## config.mk

```make
export PLATFORM = sky130hd
export DESIGN_NAME = serial_parity_receiver
export DESIGN_NICKNAME = d
export VERILOG_FILES = /design/src/rtl/serial_parity_receiver.sv
export SDC_FILE = /design/constraint.sdc
export NUM_CORES = 1
export LEC_CHECK = 0
export CAP_MARGIN = 20
export CORE_MARGIN = 4
export CORE_UTILIZATION = 51
export CTS_CLUSTER_DIAMETER = 200
export CTS_CLUSTER_SIZE = 20
export DETAILED_ROUTE_END_ITERATION = 8
export PLACE_DENSITY = 0.78
export SYNTH_ARGS = -nofsm -noshare
export SYNTH_HDL_FRONTEND = slang
export SYNTH_SLANG_ARGS = --single-unit
export TNS_END_PERCENT = 1
```

## constraint.sdc

```tcl
create_clock -name clk -period 2.3 [get_ports clk]
set_input_delay 0.46 -clock clk [delete_from_list [all_inputs] [get_ports clk]]
set_output_delay 0.46 -clock clk [all_outputs]
set_load 0.02 [all_outputs]
```

## src/rtl/serial_parity_receiver.sv

```systemverilog
// rtl/serial_parity_receiver.sv - serial frame receiver with parity/framing check and saturating error count
module serial_parity_receiver #(
  parameter int DATA_W     = 3,
  parameter bit ODD_PARITY = 1'b0,
  parameter int ERR_CNT_W  = 8
) (
  input  logic                 clk,
  input  logic                 rst,
  input  logic                 bit_in,
  input  logic                 bit_valid,
  output logic [DATA_W-1:0]    data_out,
  output logic                 data_valid,
  output logic                 parity_err,
  output logic                 frame_err,
  output logic                 busy,
  output logic [ERR_CNT_W-1:0] err_count,
  input  logic                 clr_count
);

  localparam int CNT_W = (DATA_W > 1) ? $clog2(DATA_W) : 1;
  localparam logic [CNT_W-1:0] LAST_BIT = CNT_W'(DATA_W - 1);

  typedef enum logic [1:0] {IDLE, DATA, PARITY, STOP} state_t;

  state_t                 state_q, state_d;
  logic [DATA_W-1:0]      shift_q, shift_d;
  logic [CNT_W-1:0]       cnt_q, cnt_d;
  logic                   par_q, par_d;
  logic [DATA_W-1:0]      data_out_q, data_out_d;
  logic                   data_valid_q, data_valid_d;
  logic                   parity_err_q, parity_err_d;
  logic                   frame_err_q, frame_err_d;
  logic                   busy_q, busy_d;
  logic [ERR_CNT_W-1:0]   err_count_q, err_count_d;

  // Next-state: frame walk on qualified bits, result capture on the stop bit, error counting
  always_comb begin
    state_d      = state_q;
    shift_d      = shift_q;
    cnt_d        = cnt_q;
    par_d        = par_q;
    data_out_d   = data_out_q;
    data_valid_d = 1'b0;
    parity_err_d = parity_err_q;
    frame_err_d  = frame_err_q;
    err_count_d  = err_count_q;

    if (bit_valid) begin
      unique case (state_q)
        IDLE: begin
          if (!bit_in) begin
            state_d = DATA;
            cnt_d   = '0;
            par_d   = ODD_PARITY;
          end
        end
        DATA: begin
          shift_d[cnt_q] = bit_in;
          par_d          = par_q ^ bit_in;
          if (cnt_q == LAST_BIT) begin
            state_d = PARITY;
          end else begin
            cnt_d = cnt_q + 1'b1;
          end
        end
        PARITY: begin
          par_d   = par_q ^ bit_in;
          state_d = STOP;
        end
        STOP: begin
          data_out_d   = shift_q;
          parity_err_d = par_q;
          frame_err_d  = ~bit_in;
          data_valid_d = 1'b1;
          state_d      = IDLE;
          // Count the bad frame on the same edge its flags are captured
          if ((par_q || !bit_in) && (err_count_q != {ERR_CNT_W{1'b1}})) begin
            err_count_d = err_count_q + 1'b1;
          end
        end
        default: state_d = IDLE;
      endcase
    end

    // Clear takes priority over a coincident increment
    if (clr_count) begin
      err_count_d = '0;
    end

    busy_d = (state_d != IDLE);
  end

  // State and registered outputs; reset discards any partial frame
  always_ff @(posedge clk) begin
    if (rst) begin
      state_q      <= IDLE;
      shift_q      <= '0;
      cnt_q        <= '0;
      par_q        <= 1'b0;
      data_out_q   <= '0;
      data_valid_q <= 1'b0;
      parity_err_q <= 1'b0;
      frame_err_q  <= 1'b0;
      busy_q       <= 1'b0;
      err_count_q  <= '0;
    end else begin
      state_q      <= state_d;
      shift_q      <= shift_d;
      cnt_q        <= cnt_d;
      par_q        <= par_d;
      data_out_q   <= data_out_d;
      data_valid_q <= data_valid_d;
      parity_err_q <= parity_err_d;
      frame_err_q  <= frame_err_d;
      busy_q       <= busy_d;
      err_count_q  <= err_count_d;
    end
  end

  assign data_out   = data_out_q;
  assign data_valid = data_valid_q;
  assign parity_err = parity_err_q;
  assign frame_err  = frame_err_q;
  assign busy       = busy_q;
  assign err_count  = err_count_q;

endmodule
```

==> results.sh, run 1 <==
export IMPL_hold_viol=0
export IMPL_leakagePower_nw=0.521
export IMPL_rsz0062_at_grt="no"
export IMPL_dp_slack_ns=0.100
export IMPL_synth_area_mm2=0.00112
export IMPL_maxSlewHeadroom=0.701
export IMPL_holdPathStages=2
export IMPL_overflow=0
export IMPL_holdCritStartpoint="parity_err"
export IMPL_worstPathRequired_ns=2.55
export IMPL_grt_max_degree=13
export IMPL_hold_path_end="parity_err"
export IMPL_regToRegSetupSlack_ns=0.44
export IMPL_cp_max_fo=5
export IMPL_p_per_area_mw_per_mm2=458
export IMPL_antenna_cells=0
export IMPL_syn_to_final_growth_pct=25.1
export IMPL_cts_made_buffers=3
export IMPL_routedWlPerCell_um=12.4
export IMPL_setup_viol=0
export IMPL_cts_buffer_depth=2
export IMPL_grt_pass1_vias=862
export IMPL_synth_cell_types=33
export IMPL_path_cells="clkdlybuf4s50_1 -> ha_1 -> nand3b_4 -> a2111oi_4 -> or3b_1 -> a21oi_1"
export IMPL_drt_pass1_iter_count=4
export IMPL_synthFlopType="dfxtp_1"
export IMPL_max_vdd_ir_drop_mv=0.425
export IMPL_cts_sinks=23
export IMPL_post_route_period_util=0.817
export IMPL_die_w_um=54.9
export IMPL_ys_seq_elements=23
export IMPL_drtAntennaViolNets=0
export IMPL_setup_tns_ns=0
export IMPL_dp_cells=173
export IMPL_clock_skew_ns=0.00655
export IMPL_slew_viol_final=0
export IMPL_grt_pass1_wl_mm=3.73
export IMPL_end_kind="flop"
export IMPL_seq_power_share=0.632
export IMPL_p_clk_frac=0.278
export IMPL_synthCells=124
export IMPL_core_mm2=0.00202
export IMPL_async_flop_share=0
export IMPL_clk_insertion_delay_late_ns=0.30
export IMPL_num_rows=16
export IMPL_ctsRootBufferMaster="clkbuf_4"
export IMPL_seq_area_frac_synth=0.411
export IMPL_layout_drive_gt1_share=0.120
export IMPL_p_int_mw=0.498
export IMPL_yosys_warnings=0
export IMPL_place_area_mm2=0.00138
export IMPL_cts_hold_buf=0
export IMPL_grt_use_total=0.171
export IMPL_worstMarginPinSlew_ns=0.444
export IMPL_avgViaCountPerCell=5.31
export IMPL_switchingPower_mw=0.144
export IMPL_synth_edf_count=0
export IMPL_combPwrFrac=0.090
export IMPL_r2r_end="busy"
export IMPL_design_area_mm2=0.00140
export IMPL_postCtsSetupBuffers=0
export IMPL_drt_iter0_markers=11
export IMPL_die_h_um=54.9
export IMPL_io_pins=20
export IMPL_min_period_ns=1.88
export IMPL_max_cap_violations=0
export IMPL_antenna_found_initial=0
export IMPL_vias=939
export IMPL_fmax_ghz=0.532
export IMPL_avgSynthCellArea_um2=9.04
export IMPL_reg2reg_depth=6
export IMPL_tritoncts="done"
export IMPL_holdWs_ns=0.460
export IMPL_syn_nets=138
export IMPL_critPathLaunchType="input pin"
export IMPL_start_util=0.554
export IMPL_swShare=0.225
export IMPL_layout_cells_non_filler=177
export IMPL_drc_errors=0
export IMPL_clk_transition_reported_paths_ns=0.12
export IMPL_path_class="in -> reg"
export IMPL_hp_class="reg -> reg"
export IMPL_place_congestion=0.829
export IMPL_cp_arrival_ns=2.12
export IMPL_status="complete, no violations"
export IMPL_r2r_start="state_q[1]"
export IMPL_htreeDepth=1
export IMPL_die_area_mm2=0.00301
export IMPL_layout_setup_ws_ns=0.422
export IMPL_num_nets_final=165
export IMPL_crit_slowest_cell="clkdlybuf4s50_1"
export IMPL_max_stage_delay_ns=0.44
export IMPL_routed_wl_mm=2.20
export IMPL_postCtsResizedCells=0
export IMPL_port_buffers=19
export IMPL_dp_hpwl_mm=1.70
-- layout by cell type, fill, tap and decap left out, types with 3 or more instances in the layout --
cell / count
o21ai_0: 5
nor2_1: 11
nand3_1: 9
dfxtp_1: 23
mux2i_1: 4
a21oi_1: 12
buf_4: 6
nand2_1: 12
xnor2_1: 3
ha_1: 9
clkdlybuf4s50_1: 19
inv_1: 7
clkbuf_4: 3
nor2b_1: 3
-- cells in the mapped netlist (2+ instances only) --
| master | instances | area (um^2) |
|---|---|---|
| nor2b_1 | 3 | 18.8 |
| dfxtp_1 | 23 | 460 |
| a21oi_1 | 12 | 60.1 |
| or2_2 | 2 | 12.5 |
| xnor2_1 | 3 | 26.3 |
| nand4_1 | 2 | 12.5 |
| nand3_1 | 9 | 45.0 |
| inv_1 | 7 | 26.3 |
| nor4_1 | 2 | 12.5 |
| mux2i_1 | 4 | 40.0 |
| ha_1 | 9 | 113 |
| nand2_1 | 12 | 45.0 |
| o21a_1 | 2 | 15.0 |
| nor2_1 | 11 | 41.3 |
| o21ai_0 | 5 | 25.0 |
-- routing by layer --
| layer | track usage | vias up | share of wire |
|---|---|---|---|
| met4 | 0.0498 | 0 | 0.0064 |
| met5 | 0 | - | 0 |
| met3 | 0.0354 | 2 | 0.038 |
| met1 | 0.214 | 431 | 0.48 |
| met2 | 0.291 | 18 | 0.48 |
| li1 | - | 488 | - |
-- registers in the layout (all words and copies together), names as in the netlist, 2 cells and up --
signal	cells
state_q	2
shift_q	3
err_count	8
cnt_q	2
data_out	3
-- critical path, delay by kind of cell --
kind | cells | cell delay (ns)
and+or+nand+nor | 2 | 0.56
AOI/OAI and AO/OA | 2 | 0.45
buffers and inverters | 1 | 0.44
adders and majority gates | 1 | 0.21
-- cell families (layout without fill, tap and decap cells) --
group,count (synthesis),after routing,share of synthesized area
AOI/OAI and AO/OA,25,25,0.152
xor gates and xnor gates,4,4,0.0313
adders and majority gates,9,9,0.100
buffers and inverters,10,36,0.0357
DFF,23,23,0.411
muxes,4,4,0.0357
and+or+nand+nor,49,49,0.234
-- worst max path at each step --
stage | from | to | slack, ns | depth (start not counted)
3_5_place_dp | bit_in | err_count[7] | 0.10 | 6
5_1_grt | state_q[1] | err_count[7] | 0.31 | 5
3_3_place_gp | bit_in | err_count[7] | 0.16 | 6
4_1_cts | state_q[1] | busy | 0.43 | 6
2_1_floorplan | err_count[0] | err_count[7] | 0.53 | 5
6_report | bit_in | err_count[7] | 0.42 | 6
-- through the flow --
step / util / total power, mW
2_1_floorplan: - / 0.447
4_1_cts: 0.694 / 0.652
5_1_grt: 0.694 / 0.674
6_report: 0.694 / 0.642
3_3_place_gp: 0.681 / 0.471
3_5_place_dp: 0.681 / 0.472
-- layout make-up --
type                       instances  area (um^2)
inverter                           7         26.3
sequential                        23          460
multi-input combinational         91          621
clock buffer                       4         26.3
timing repair buffer              25          235
fill                             171          619
tap                               27         33.8
-- power by group through the flow --
stage	Combinational, mW	Sequential, mW	Clock, mW
after global routing	0.0633	0.407	0.204
after CTS	0.0577	0.406	0.188
after floorplan	0.0314	0.416	0
after detailed placement	0.0571	0.415	0
final	0.0576	0.406	0.178
after global placement	0.0566	0.414	0
Power figures use the tool's default switching activity.
==> run 2, diff against run 1 <==
Settings changed: CORE_UTILIZATION 51 to 46, PLACE_DENSITY 0.78 to 0.74.
Clock period 2.3 ns to 1.5 ns, I/O delays scaled along.
==> run 2 against run 1 <==
Net effect: the flow now finishes with violations (negative setup slack); total power up 61%; non-clock buffer count increased by 18; register-to-register slack worse by 0.53 ns; worst hold slack improved by 0.011 ns; routed wire length grew 19%; sequential share of layout area decreased by 3.6 points; cell area is 16% higher; die area up 9.2%; first-iteration DRC count is 73% higher; combinational power grew 130%; critical endpoint unchanged.
==> results.sh, run 2 (synthesized netlist as in run 1, its figures left out) <==
export IMPL_multiInputGateArea_um2=712
export IMPL_io_pins=20
export IMPL_setup_viol=3
export IMPL_clock_skew_ns=0.0102
export IMPL_layout_setup_ws_ns=-0.0914
export IMPL_holdCritStartpoint="data_out[2]"
export IMPL_fmax_ghz=0.628
export IMPL_rsz0062_at_grt="yes"
export IMPL_seqCellArea_um2=477
export IMPL_layout_drive_gt1_share=0.327
export IMPL_maxSlewHeadroom=0.729
export IMPL_drt_iter0_markers=19
export IMPL_cts_sinks=23
export IMPL_cts_buffer_depth=2
export IMPL_cp_num_buf_inv=0
export IMPL_status="complete, but fails checks"
export IMPL_grt_pass1_wl_mm=4.55
export IMPL_core_mm2=0.00228
export IMPL_routed_wl_mm=2.61
export IMPL_drt_pass1_iter_count=4
export IMPL_p_per_area_mw_per_mm2=634
export IMPL_grt_max_degree=13
export IMPL_maxUsedRoutingLayer="met4"
export IMPL_max_vdd_ir_drop_mv=0.631
export IMPL_hold_viol=0
export IMPL_worstMarginPinSlew_ns=0.402
export IMPL_slew_viol_final=0
export IMPL_p_int_mw=0.787
export IMPL_cp_max_fo=3
export IMPL_cts_made_buffers=3
export IMPL_max_stage_delay_ns=0.40
export IMPL_leakagePower_nw=0.686
export IMPL_combPwrFrac=0.128
export IMPL_start_util=0.493
export IMPL_die_area_mm2=0.00329
export IMPL_routedWlPerCell_um=13.3
export IMPL_syn_to_final_growth_pct=45.5
export IMPL_max_cap_violations=0
export IMPL_grt_pass1_vias=1017
export IMPL_swShare=0.240
export IMPL_avgViaCountPerCell=5.25
export IMPL_min_period_ns=1.59
export IMPL_antenna_cells=0
export IMPL_die_w_um=57.4
export IMPL_num_nets_final=183
export IMPL_path_class="reg -> reg"
export IMPL_dp_slack_ns=-0.499
export IMPL_htreeDepth=1
export IMPL_path_cells="ha_4 -> and3_4 -> a2111oi_4 -> or3b_1 -> a21oi_2"
export IMPL_switchingPower_mw=0.248
export IMPL_clk_transition_reported_paths_ns=0.13
export IMPL_dp_cells=190
export IMPL_drc_errors=0
export IMPL_hp_class="reg -> reg"
export IMPL_wl_met1_mm=1.18
export IMPL_met3_length_um=122
export IMPL_largest_reg_flops=8
export IMPL_nFillCells=190
export IMPL_num_rows=17
export IMPL_place_congestion=0.759
export IMPL_layout_cells_non_filler=196
export IMPL_layout_common_cells="buf_4, dfxtp_1, dlygate4sd2_1"
export IMPL_tritoncts="done"
export IMPL_p_clk_frac=0.273
export IMPL_worstSetupStartpoint="err_count[1]"
export IMPL_wl_met2_mm=1.29
export IMPL_violations="negative setup slack"
export IMPL_crit_slowest_cell="or3b_1"
export IMPL_clk_insertion_delay_late_ns=0.30
export IMPL_overflow=0
export IMPL_worstPathRequired_ns=1.75
export IMPL_grt_use_total=0.170
export IMPL_cpLargestDelayFamily="simple AND/OR/NAND/NOR gates"
export IMPL_final_common_cell="buf_4"
export IMPL_ctsRootBufferMaster="clkbuf_4"
export IMPL_critPathLaunchType="flop"
export IMPL_dp_hpwl_mm=1.98
export IMPL_port_buffers=19
export IMPL_antenna_found_initial=0
export IMPL_post_route_period_util=1.06
export IMPL_cp_arrival_ns=1.84
export IMPL_end_kind="flop"
export IMPL_r2r_start="err_count[1]"
export IMPL_seq_power_share=0.598
export IMPL_vias=1029
export IMPL_drtAntennaViolNets=0
export IMPL_die_h_um=57.4
==> run 2: worst paths after layout <==
check                 endpoint  depth (start not counted)  slack, ns
setup / recovery  err_count[7]                          5      -0.09
hold / removal     data_out[2]                          2       0.47
setup reg to reg  err_count[7]                          5      -0.09
hold reg to reg    data_out[2]                          2       0.47
==> run 2: layout make-up <==
class / count / share of cell area
Multi-Input combinational cell: 91 / 0.436
Sequential cell: 23 / 0.292
Timing Repair Buffer: 43 / 0.215
Tap cell: 28 / 0.0215
Inverter: 7 / 0.0192
Clock buffer: 4 / 0.0161
==> run 2: worst register-to-register path: stages (launching register included) <==
cell and delay [ns]:
dfxtp_4 0.37, ha_4 0.15, and3_4 0.19, a2111oi_4 0.30, or3b_1 0.40, a21oi_2 0.12
==> run 2: power by group through the flow <==
stage / registers [mW] / clock network, mW / logic, mW
floorplan: 0.635 / 0 / 0.0534
global placement: 0.633 / 0 / 0.113
detailed placement: 0.633 / 0 / 0.117
CTS: 0.620 / 0.287 / 0.115
global route: 0.621 / 0.326 / 0.145
finish: 0.619 / 0.283 / 0.133
==> run 2: what timing repair did <==
action / 4_1_cts / 5_1_grt
hold buffers: 0 / 0
pin swaps: 1 / 7
resized for setup: 18 / 13
setup endpoints to repair: 22 / 8
setup buffers: 0 / 2
==> run 2: metrics by stage <==
step	cell area [um^2]	setup TNS, ns	hold WS (ns)	total power, mW	util
5_1_grt	1630	-0.352	0.505	1.09	0.717
6_report	1630	-0.151	0.471	1.03	0.717
3_5_place_dp	1570	-4.68	0.456	0.751	0.689
2_1_floorplan	1190	-0.125	0.366	0.688	-
4_1_cts	1570	-0.354	0.477	1.02	0.692
3_3_place_gp	1570	-4.09	0.448	0.745	0.689
==> run 2: metal layers <==
| metal | global-route usage | up-vias |
|---|---|---|
| li1 | - | 517 |
| met1 | 0.210 | 493 |
| met2 | 0.292 | 17 |
| met3 | 0.0475 | 2 |
| met4 | 0.0397 | 0 |
| met5 | 0 | - |
